**config.mk**
```make
export PLATFORM = sky130hd
export DESIGN_NAME = alu_share_ctrl_flat
export DESIGN_NICKNAME = d
export VERILOG_FILES = /design/src/rtl/alu_share_if.sv /design/src/rtl/alu_share_ctrl.sv /design/src/flat_wrapper.sv
export SDC_FILE = /design/constraint.sdc
export NUM_CORES = 1
export LEC_CHECK = 0
export CAP_MARGIN = 20
export CORE_UTILIZATION = 40
export CTS_CLUSTER_DIAMETER = 60
export DETAILED_ROUTE_END_ITERATION = 8
export PLACE_DENSITY = 0.9
export SYNTH_ARGS = -nofsm -noshare
export SYNTH_HDL_FRONTEND = slang
export SYNTH_SLANG_ARGS = --single-unit
```
**constraint.sdc**
```tcl
create_clock -name clk -period 3.1 [get_ports clk]
set_input_delay 0.31 -clock clk [delete_from_list [all_inputs] [get_ports clk]]
set_output_delay 0.31 -clock clk [all_outputs]
set_load 0.005 [all_outputs]
```
**src/rtl/alu_share_if.sv**
```systemverilog
// alu_share_if
//   Bundles the request, ALU and response signals of the shared-ALU controller.
//   The slave modport is the controller's view. The master modport is the
//   environment's view: the requesters, the ALU and the response consumer.
//   Signals:
//     req_valid/req_ready   per-requester handshake, bit i = requester i
//     req{0,1}_a/_b/_op     requester operands and opcode (00 ADD, 01 SUB, 10 AND, 11 OR)
//     alu_a/alu_b/alu_op    registered operands/opcode driven to the ALU
//     alu_res/alu_flags     ALU result and {C,V,Z,N}
//     rsp_*                 response channel (valid/ready, result, flags, source)
//     busy                  controller is executing or holding a response
interface alu_share_if #(
   parameter int W = 7
);
   logic [1:0]   req_valid;
   logic [1:0]   req_ready;
   logic [W-1:0] req0_a;
   logic [W-1:0] req0_b;
   logic [1:0]   req0_op;
   logic [W-1:0] req1_a;
   logic [W-1:0] req1_b;
   logic [1:0]   req1_op;
   logic [W-1:0] alu_a;
   logic [W-1:0] alu_b;
   logic [1:0]   alu_op;
   logic [W-1:0] alu_res;
   logic [3:0]   alu_flags;
   logic         rsp_valid;
   logic         rsp_ready;
   logic [W-1:0] rsp_res;
   logic [3:0]   rsp_flags;
   logic         rsp_src;
   logic         busy;

   modport slave (
      input  req_valid, req0_a, req0_b, req0_op, req1_a, req1_b, req1_op,
      input  alu_res, alu_flags, rsp_ready,
      output req_ready, alu_a, alu_b, alu_op,
      output rsp_valid, rsp_res, rsp_flags, rsp_src, busy
   );

   modport master (
      output req_valid, req0_a, req0_b, req0_op, req1_a, req1_b, req1_op,
      output alu_res, alu_flags, rsp_ready,
      input  req_ready, alu_a, alu_b, alu_op,
      input  rsp_valid, rsp_res, rsp_flags, rsp_src, busy
   );
endinterface

```
**src/rtl/alu_share_ctrl.sv**
```systemverilog
// alu_share_ctrl
//   Round-robin controller time-sharing one W-bit ALU between two requesters.
//   A granted request is latched onto the ALU inputs. After EXEC_CYCLES settle
//   cycles the ALU result and flags are captured. They are then offered on the
//   response channel, tagged with the requester that issued the op.
//   Ports:
//     clk    rising-edge clock
//     reset  asynchronous, active-high reset
//     bus    alu_share_if slave modport (request, ALU and response signals)
//   Parameters:
//     W            operand/result width; must match the ALU
//     EXEC_CYCLES  ALU settle cycles before capture, 1..15
module alu_share_ctrl #(
   parameter int W           = 7,
   parameter int EXEC_CYCLES = 1
) (
   input  logic        clk,
   input  logic        reset,
   alu_share_if.slave  bus
);

   typedef enum logic [1:0] {
      IDLE = 2'd0,
      EXEC = 2'd1,
      RESP = 2'd2
   } state_t;

   localparam logic [3:0] CNT_INIT = 4'(EXEC_CYCLES - 1);

   state_t       state_q, state_d;
   logic         ptr_q, ptr_d;
   logic         src_q, src_d;
   logic [3:0]   cnt_q, cnt_d;
   logic [W-1:0] alu_a_q, alu_a_d;
   logic [W-1:0] alu_b_q, alu_b_d;
   logic [1:0]   alu_op_q, alu_op_d;
   logic [W-1:0] rsp_res_q, rsp_res_d;
   logic [3:0]   rsp_flags_q, rsp_flags_d;
   logic         rsp_valid_q, rsp_valid_d;

   logic         gnt;
   logic [1:0]   req_ready_c;
   logic         accept;

   // Grant selection: a lone requester wins outright, a tie goes to ptr.
   // req_ready is masked by reset so every output reads 0 while reset is held.
   always_comb begin
      gnt         = bus.req_valid[1];
      req_ready_c = 2'b00;
      if (bus.req_valid == 2'b11) begin
         gnt = ptr_q;
      end
      if (state_q == IDLE && !reset && bus.req_valid[gnt]) begin
         req_ready_c = gnt ? 2'b10 : 2'b01;
      end
   end

   assign accept = |(bus.req_valid & req_ready_c);

   always_comb begin
      state_d     = state_q;
      ptr_d       = ptr_q;
      src_d       = src_q;
      cnt_d       = cnt_q;
      alu_a_d     = alu_a_q;
      alu_b_d     = alu_b_q;
      alu_op_d    = alu_op_q;
      rsp_res_d   = rsp_res_q;
      rsp_flags_d = rsp_flags_q;
      rsp_valid_d = rsp_valid_q;
      case (state_q)
         IDLE: begin
            if (accept) begin
               alu_a_d  = gnt ? bus.req1_a  : bus.req0_a;
               alu_b_d  = gnt ? bus.req1_b  : bus.req0_b;
               alu_op_d = gnt ? bus.req1_op : bus.req0_op;
               src_d    = gnt;
               cnt_d    = CNT_INIT;
               state_d  = EXEC;
            end
         end
         EXEC: begin
            if (cnt_q != 4'd0) begin
               cnt_d = cnt_q - 4'd1;
            end else begin
               rsp_res_d   = bus.alu_res;
               rsp_flags_d = bus.alu_flags;
               rsp_valid_d = 1'b1;
               state_d     = RESP;
            end
         end
         RESP: begin
            if (bus.rsp_ready) begin
               rsp_valid_d = 1'b0;
               // Hand priority to the other requester so continuous contention alternates.
               ptr_d       = ~src_q;
               state_d     = IDLE;
            end
         end
         default: begin
            state_d = IDLE;
         end
      endcase
   end

   always_ff @(posedge clk or posedge reset) begin
      if (reset) begin
         state_q     <= IDLE;
         ptr_q       <= 1'b0;
         src_q       <= 1'b0;
         cnt_q       <= 4'd0;
         alu_a_q     <= '0;
         alu_b_q     <= '0;
         alu_op_q    <= 2'b00;
         rsp_res_q   <= '0;
         rsp_flags_q <= 4'd0;
         rsp_valid_q <= 1'b0;
      end else begin
         state_q     <= state_d;
         ptr_q       <= ptr_d;
         src_q       <= src_d;
         cnt_q       <= cnt_d;
         alu_a_q     <= alu_a_d;
         alu_b_q     <= alu_b_d;
         alu_op_q    <= alu_op_d;
         rsp_res_q   <= rsp_res_d;
         rsp_flags_q <= rsp_flags_d;
         rsp_valid_q <= rsp_valid_d;
      end
   end

   assign bus.req_ready = req_ready_c;
   assign bus.alu_a     = alu_a_q;
   assign bus.alu_b     = alu_b_q;
   assign bus.alu_op    = alu_op_q;
   assign bus.rsp_valid = rsp_valid_q;
   assign bus.rsp_res   = rsp_res_q;
   assign bus.rsp_flags = rsp_flags_q;
   assign bus.rsp_src   = src_q;
   assign bus.busy      = (state_q != IDLE);

endmodule
```
**src/flat_wrapper.sv**
```systemverilog
// flat-port wrapper written by rule: the top's interface ports become plain ports
module alu_share_ctrl_flat 
#(
   parameter int W           = 7,
   parameter int EXEC_CYCLES = 1
)
  (clk, reset, bus_req_valid, bus_req0_a, bus_req0_b, bus_req0_op, bus_req1_a, bus_req1_b, bus_req1_op, bus_alu_res, bus_alu_flags, bus_rsp_ready, bus_req_ready, bus_alu_a, bus_alu_b, bus_alu_op, bus_rsp_valid, bus_rsp_res, bus_rsp_flags, bus_rsp_src, bus_busy);
  alu_share_if #(.W(W)) bus_i ();
  input  logic clk;
  input  logic reset;
  input wire logic [$bits(bus_i.req_valid)-1:0] bus_req_valid;
  input wire logic [$bits(bus_i.req0_a)-1:0] bus_req0_a;
  input wire logic [$bits(bus_i.req0_b)-1:0] bus_req0_b;
  input wire logic [$bits(bus_i.req0_op)-1:0] bus_req0_op;
  input wire logic [$bits(bus_i.req1_a)-1:0] bus_req1_a;
  input wire logic [$bits(bus_i.req1_b)-1:0] bus_req1_b;
  input wire logic [$bits(bus_i.req1_op)-1:0] bus_req1_op;
  input wire logic [$bits(bus_i.alu_res)-1:0] bus_alu_res;
  input wire logic [$bits(bus_i.alu_flags)-1:0] bus_alu_flags;
  input wire logic [$bits(bus_i.rsp_ready)-1:0] bus_rsp_ready;
  output wire logic [$bits(bus_i.req_ready)-1:0] bus_req_ready;
  output wire logic [$bits(bus_i.alu_a)-1:0] bus_alu_a;
  output wire logic [$bits(bus_i.alu_b)-1:0] bus_alu_b;
  output wire logic [$bits(bus_i.alu_op)-1:0] bus_alu_op;
  output wire logic [$bits(bus_i.rsp_valid)-1:0] bus_rsp_valid;
  output wire logic [$bits(bus_i.rsp_res)-1:0] bus_rsp_res;
  output wire logic [$bits(bus_i.rsp_flags)-1:0] bus_rsp_flags;
  output wire logic [$bits(bus_i.rsp_src)-1:0] bus_rsp_src;
  output wire logic [$bits(bus_i.busy)-1:0] bus_busy;
  assign bus_i.req_valid = bus_req_valid;
  assign bus_i.req0_a = bus_req0_a;
  assign bus_i.req0_b = bus_req0_b;
  assign bus_i.req0_op = bus_req0_op;
  assign bus_i.req1_a = bus_req1_a;
  assign bus_i.req1_b = bus_req1_b;
  assign bus_i.req1_op = bus_req1_op;
  assign bus_i.alu_res = bus_alu_res;
  assign bus_i.alu_flags = bus_alu_flags;
  assign bus_i.rsp_ready = bus_rsp_ready;
  assign bus_req_ready = bus_i.req_ready;
  assign bus_alu_a = bus_i.alu_a;
  assign bus_alu_b = bus_i.alu_b;
  assign bus_alu_op = bus_i.alu_op;
  assign bus_rsp_valid = bus_i.rsp_valid;
  assign bus_rsp_res = bus_i.rsp_res;
  assign bus_rsp_flags = bus_i.rsp_flags;
  assign bus_rsp_src = bus_i.rsp_src;
  assign bus_busy = bus_i.busy;
  alu_share_ctrl #(.W(W), .EXEC_CYCLES(EXEC_CYCLES)) u_core (.clk(clk), .reset(reset), .bus(bus_i));
endmodule
```
==> results of run 1 <==
==> power breakdown <==
group          switching [mW]  internal (mW)  total [mW]
registers               0.140          0.694       0.834
logic                   0.359          0.677        1.04
clock network           0.157          0.181       0.338
==> per-layer routing <==
metal,part of all wire,routed length [um],GRT usage
met5,0,0,0
met4,0.016,65,0.09783
met3,0.045,181,0.03646
met2,0.52,2112,0.3584
met1,0.42,1708,0.2615
==> per-stage QoR <==
stage | std cells | util | area [um2] | worst slack (ps)
after floorplan | 125 | - | 1619 | 1524
after global placement | 249 | 0.6490 | 2447 | 1108
after detailed placement | 249 | 0.6490 | 2447 | 1112
after CTS | 257 | 0.6729 | 2537 | 1059
after global routing | 257 | 0.6729 | 2537 | 998.6
final | 257 | 0.6729 | 2537 | 1064
==> worst paths after layout <==
check | from | end | slack (ps) | cells after the start
max | u_core.state_q[0]$_DFFE_PP0P_ | bus_req_ready[1] | 1060 | 3
min | u_core.bus.rsp_flags[0]$_DFFE_PP0P_ | u_core.bus.rsp_flags[0]$_DFFE_PP0P_ | 500 | 1
max reg2reg | u_core.cnt_q[0]$_DFFE_PP0P_ | u_core.bus.rsp_res[0]$_DFFE_PP0P_ | 1230 | 5
min reg2reg | u_core.bus.rsp_flags[0]$_DFFE_PP0P_ | u_core.bus.rsp_flags[0]$_DFFE_PP0P_ | 500 | 1
max in group asynchronous | reset | u_core.bus.alu_a[3]$_DFFE_PP0P_ | 1950 | 3
min in group asynchronous | reset | u_core.ptr_q$_DFFE_PP0P_ | 540 | 2
==> area by class of cell <==
type,count,area [um2]
clock buffer,8,90.09
fill,274,1234
inverter,4,15.01
multi-input combinational,77,643.1
sequential,36,900.9
tap,48,60.06
timing repair buffer,84,828.3
==> cells by family (layout without fill, tap and decap cells) <==
group / count (synthesis) / count (layout)
AO/OA/AOI/OAI: 39 / 39
adder cells (fa/ha/maj): 1 / 1
buffers and inverters: 12 / 96
flip-flops: 36 / 36
multiplexers: 14 / 14
AND/OR/NAND/NOR: 23 / 23
==> cell usage after synthesis, types with 2 or more instances <==
cell	instances	area, um2
nor2_1	3	11.26
a21boi_0	16	120.1
nand2_1	5	18.77
a221o_1	16	160.2
mux2_2	11	123.9
buf_2	3	15.01
nand2b_1	3	18.77
buf_6	3	33.78
or3_1	2	12.51
dfrtp_1	36	900.9
mux2_1	2	22.52
o21ai_0	4	20.02
and3_1	2	12.51
or2_2	2	12.51
inv_1	4	15.01
==> registers in the layout, summed over array words and instances (netlist names) <==
name	count
u_core.state_q	2
u_core.cnt_q	4
u_core.bus.alu_op	2
u_core.bus.rsp_res	7
u_core.bus.alu_b	7
u_core.bus.rsp_valid	1
u_core.ptr_q	1
u_core.bus.rsp_flags	4
u_core.bus.alu_a	7
u_core.bus.rsp_src	1
==> metrics.md, run 1 <==
| Metric | Value |
|---|---|
| Slew @ Worst Pin | 700.2 ps |
| Xor/xnor share of the synthesized area | 0 |
| PwrDens | 869.6 nW/um2 |
| Commonest register cell after synthesis | dfrtp_1 |
| EDFF count, synth | 0 |
| Setup TNS | 0 ps |
| Vias in the first global route | 1442 |
| Initial cell density of the core | 0.4293 |
| Rows | 22 |
| Max Clk Rate | 491.1 MHz |
| ANT cells | 0 |
| Final Max Tran Viols | 0 |
| Max_slew headroom | 0.5327 |
| First-pass GRT wire length | 6.748 mm |
| Layout Nets | 257 |
| Initial DRC count | 36 |
| Post-synthesis simple-gate area fraction | 0.08810 |
| CP Launch Type | flop |
| Syn_nets | 174 |
| CTS tree | built |
| Ys async rst share | 1.000 |
| Final setup fails | 0 |
| CTS Buf Count | 5 |
| DRC | 0 |
| Commonest cells after routing, fill and taps aside | 79 x clkdlybuf4s50_1, 36 x dfrtp_1, 16 x a21boi_0, 16 x a221o_1, 11 x mux2_2 |
| Core Region | 3771 um2 |
| Root cell of the clock tree | clkbuf_8 |
| Slowest CP cell | clkdlybuf4s50_1 |
| Worst Clk Skew | 4.762 ps |
| Clk sinks | 36 |
| Req. time, crit path | 2790 ps |
| Largest net degree at the start of global routing | 20 |
| Max incr delay on CP | 520 ps |
| Final Hold Violating Endpoints | 0 |
| Max_cap viols | 0 |
| CP Buf/Inv Count | 1 |
| Worst-path cell chain | nor3_4, and3_1, clkdlybuf4s50_1 |
| Layout cells sized above 1 | 0.1292 |
| Adder and majority cell fraction of the synthesized area | 0.007728 |
| Outcome | finished clean |
| Mapped cell area | 1619 um2 |
| Final hold slack | 504.0 ps |
| Final GP Congestion | 0.7848 |
| Final Cycle Share | 0.6568 |
| Worst-path clk slew | 70 ps |
| Die Wd | 65.62 um |
| Setup repair bufs after CTS | 0 |
| Most common cell after layout, fill and taps aside | clkdlybuf4s50_1 |
| Drt first pass iters | 4 |
| Minimum clock period | 2036 ps |
| H-tree lvl count | 2 |
| Vias | 1361 |
| Max VDD drop | 0.0004817 V |
| Synth-to-Final Area Change | 56.72% |
| Synth Register Bits | 36 |
| Total wire length | 4.067 mm |
| Worst hold path class | flop to flop |
| Antenna violations before repair | 0 |
| IO buf count | 79 |
| Overall power | 2.207 mW |
| P_leak | 1.076 nW |
| CTS Buffer Depth | 2 |
| Mux cell area share after synthesis | 0.09660 |
| DP Wirelength | 3.161 mm |
| Synth Area in Compound Gates | 0.2048 |
| Avg WL per Cell | 15.82 um |
| Avg Synthesized Cell Area | 12.95 um2 |
| Yosys cell types | 28 |
| CP Capture Type | primary output |
| Critical path fanouts, max | 7 |
| Worst path top cell family by delay | buffers and inverters |
| Grt ovf | 0 |
| Detailed-route vias per instance | 5.296 |
| GRT Overall Usage | 0.2122 |
| RSZ-0062 raised after global routing | false |
| Number of top-level pins | 80 |
| Arrival @ worst endpoint | 1730 ps |
| Largest family of logic cells by synthesized area | compound AO/OA/AOI/OAI gates |
| CTS Hold Bufs | 0 |
| WS Path Type | flop to primary output |
| Die Area | 4306 um2 |
| Final antenna-violating net count | 0 |
| Mapped Cells | 125 |
| Seq/Total Area, Yosys | 0.5564 |
| Die Y | 65.62 um |
| Clk_lat worst skew | 280 ps |
| Post-CTS sizing | 0 |
| Synth Warn # | 0 |
(Power assumes the default switching activity.)
==> inputs of run 2 (changes only) <==
==> constraint.sdc (replaced) <==
create_clock -name clk -period 2 [get_ports clk]
set_input_delay 0.2 -clock clk [delete_from_list [all_inputs] [get_ports clk]]
set_output_delay 0.2 -clock clk [all_outputs]
set_load 0.005 [all_outputs]
==> run 2 against run 1 <==
Against the previous run: sequential power increased by 57%; flip-flop and latch count is the same; register-to-register slack worse by 880 ps; cell count is 0.39% higher; final area increased by 0.49%; hold slack worse by 180 ps; critical endpoint unchanged; clock skew fell by 1.6 ps; largest power group unchanged; critical path depth is the same; largest cell class unchanged.
==> metrics.md, run 2 (same netlist as run 1, synthesis figures left out) <==
| Metric | Value |
|---|---|
| Die Y | 65.62 um |
| Antenna violations before repair | 0 |
| Max Clk Rate | 527.2 MHz |
| PwrDens | 1349 nW/um2 |
| Metal-1 WL | 1.689 mm |
| ANT cells | 0 |
| Layout Nets | 258 |
| First-pass GRT wire length | 6.886 mm |
| Worst Clk Skew | 3.162 ps |
| WS Path Type | flop to primary output |
| Met3 wire length | 257 um |
| Final setup fails | 0 |
| Synth-to-Final Area Change | 57.50% |
| Internal Pwr Total | 2.412 mW |
| Number of top-level pins | 80 |
| Detailed-route vias per instance | 5.298 |
| Worst-path clk slew | 70 ps |
| CP Launch Type | flop |
| Clock power frac | 0.154 |
| Rows | 22 |
| Core Region | 3771 um2 |
| Commonest cells after routing, fill and taps aside | 79 x clkdlybuf4s50_1, 34 x dfrtp_1, 16 x a21boi_0, 16 x a221o_1, 11 x mux2_2 |
| Critical path fanouts, max | 7 |
| Root cell of the clock tree | clkbuf_8 |
| Final Cycle Share | 0.9484 |
| CP Capture Type | primary output |
| DRC | 0 |
| Initial cell density of the core | 0.4293 |
| Grt ovf | 0 |
| Fillers | 298 |
| Finished Cell Area | 2550 um2 |
| DP Wirelength | 3.152 mm |
| DP Area | 2455 um2 |
| Slowest CP cell | clkdlybuf4s50_1 |
| Sw Pwr | 1.028 mW |
| Net Sw Frac | 0.2989 |
| GRT Overall Usage | 0.2188 |
| Vias | 1367 |
| Req. time, crit path | 1800 ps |
| Final GP Congestion | 0.8505 |
| Initial DRC count | 42 |
| Cell Count, Final, Fillers Out | 258 |
| CTS Hold Bufs | 0 |
| Overall power | 3.440 mW |
| Max Used Layer | met4 |
| Avg WL per Cell | 16.09 um |
| Die Area | 4306 um2 |
| Arrival @ worst endpoint | 1700 ps |
| Final antenna-violating net count | 0 |
| Slew @ Worst Pin | 457.1 ps |
| CP Buf/Inv Count | 1 |
| Setup TNS | 0 ps |
| Die Wd | 65.62 um |
| CTS tree | built |
| Metal2 WL | 2.141 mm |
| Minimum clock period | 1897 ps |
| Most common cell after layout, fill and taps aside | clkdlybuf4s50_1 |
| CTS Buf Count | 5 |
| Outcome | finished clean |
| Area taken by multi-input logic gates | 643.1 um2 |
| Total wire length | 4.151 mm |
| Reg power frac | 0.380 |
| Vias in the first global route | 1454 |
| Clk_lat worst skew | 290 ps |
| CTS Buffer Depth | 2 |
| Max incr delay on CP | 530 ps |
| RSZ-0062 raised after global routing | false |
| Worst hold path class | primary input to async pin |
| Worst path top cell family by delay | buffers and inverters |
| Placed cell count | 250 |
| Worst-path cell chain | nor3_4, and3_1, clkdlybuf4s50_1 |
| P_leak | 1.083 nW |
| Setup repair bufs after CTS | 0 |
| H-tree lvl count | 2 |
| Drt first pass iters | 4 |
| Final Max Tran Viols | 0 |
| IO buf count | 79 |
| Layout cells sized above 1 | 0.1524 |
| Logic pwr share | 0.467 |
| Max VDD drop | 0.0007174 V |
| Max_slew headroom | 0.6949 |
| Max_cap viols | 0 |
| Largest net degree at the start of global routing | 18 |
| Final Hold Violating Endpoints | 0 |
| Clk sinks | 36 |
| Flip-flop and latch area | 903.4 um2 |
## run 2: changes by cell type in the layout (fill, tap and decap cells not counted)
cell      previous run  this run
buf_4                5         6
clkbuf_1             2         0
clkinv_2             0         2
dfrtp_1             36        34
dfrtp_2              0         2
## run 2: per-stage QoR
stage / hold WS [ps] / util / worst slack [ps]
floorplan: 307.2 / - / 423.5
global placement: 462.2 / 0.6510 / 240.2
detailed placement: 474.3 / 0.6510 / 224.4
CTS: 330.3 / 0.6755 / 62.97
global route: 374.2 / 0.6762 / 10.52
finish: 328.6 / 0.6762 / 103.2
## run 2: path summary, 6_finish.rpt
| path | start | to | slack [ps] | cells after the start |
|---|---|---|---|---|
| worst max-delay path | u_core.state_q[0]$_DFFE_PP0P_ | bus_req_ready[1] | 100 | 3 |
| worst min-delay path | reset | u_core.bus.alu_b[6]$_DFFE_PP0P_ | 330 | 2 |
| worst max register to register | u_core.cnt_q[0]$_DFFE_PP0P_ | u_core.bus.rsp_flags[2]$_DFFE_PP0P_ | 350 | 6 |
| worst min register to register | u_core.bus.rsp_valid$_DFFE_PP0P_ | u_core.bus.rsp_valid$_DFFE_PP0P_ | 490 | 2 |
| max in group asynchronous | reset | u_core.state_q[0]$_DFFE_PP0P_ | 1100 | 3 |
| min in group clk | u_core.bus.rsp_valid$_DFFE_PP0P_ | u_core.bus.rsp_valid$_DFFE_PP0P_ | 490 | 2 |
## run 2: final cells by class
class,instances,share of cell area
clock buffers,6,0.03238
clock inverters,2,0.003925
inverters,4,0.005888
multi-input cells,77,0.2522
flip-flops and latches,36,0.3543
well taps,48,0.02355
repair buffers,85,0.3278
## run 2: routing by layer
layer  vias to the layer above  global-route usage
met3                         5             0.06771
met5                         -                   0
li1                        638                   -
met2                        54              0.3508
met4                         0             0.09239
met1                       670              0.2702
## run 2: timing repair
item	4_1_cts	5_1_grt
resized for setup	0	2
endpoints found under the setup margin	0	2
hold endpoints to repair	0	0
## run 2: power by group through the flow
stage	Combinational [mW]	Clock, mW	Sequential, mW
detailed placement	1.62	0	1.30
CTS	1.62	0.541	1.30
global route	1.74	0.578	1.35
floorplan	0.748	0	1.29
global placement	1.57	0	1.29
finish	1.60	0.529	1.31
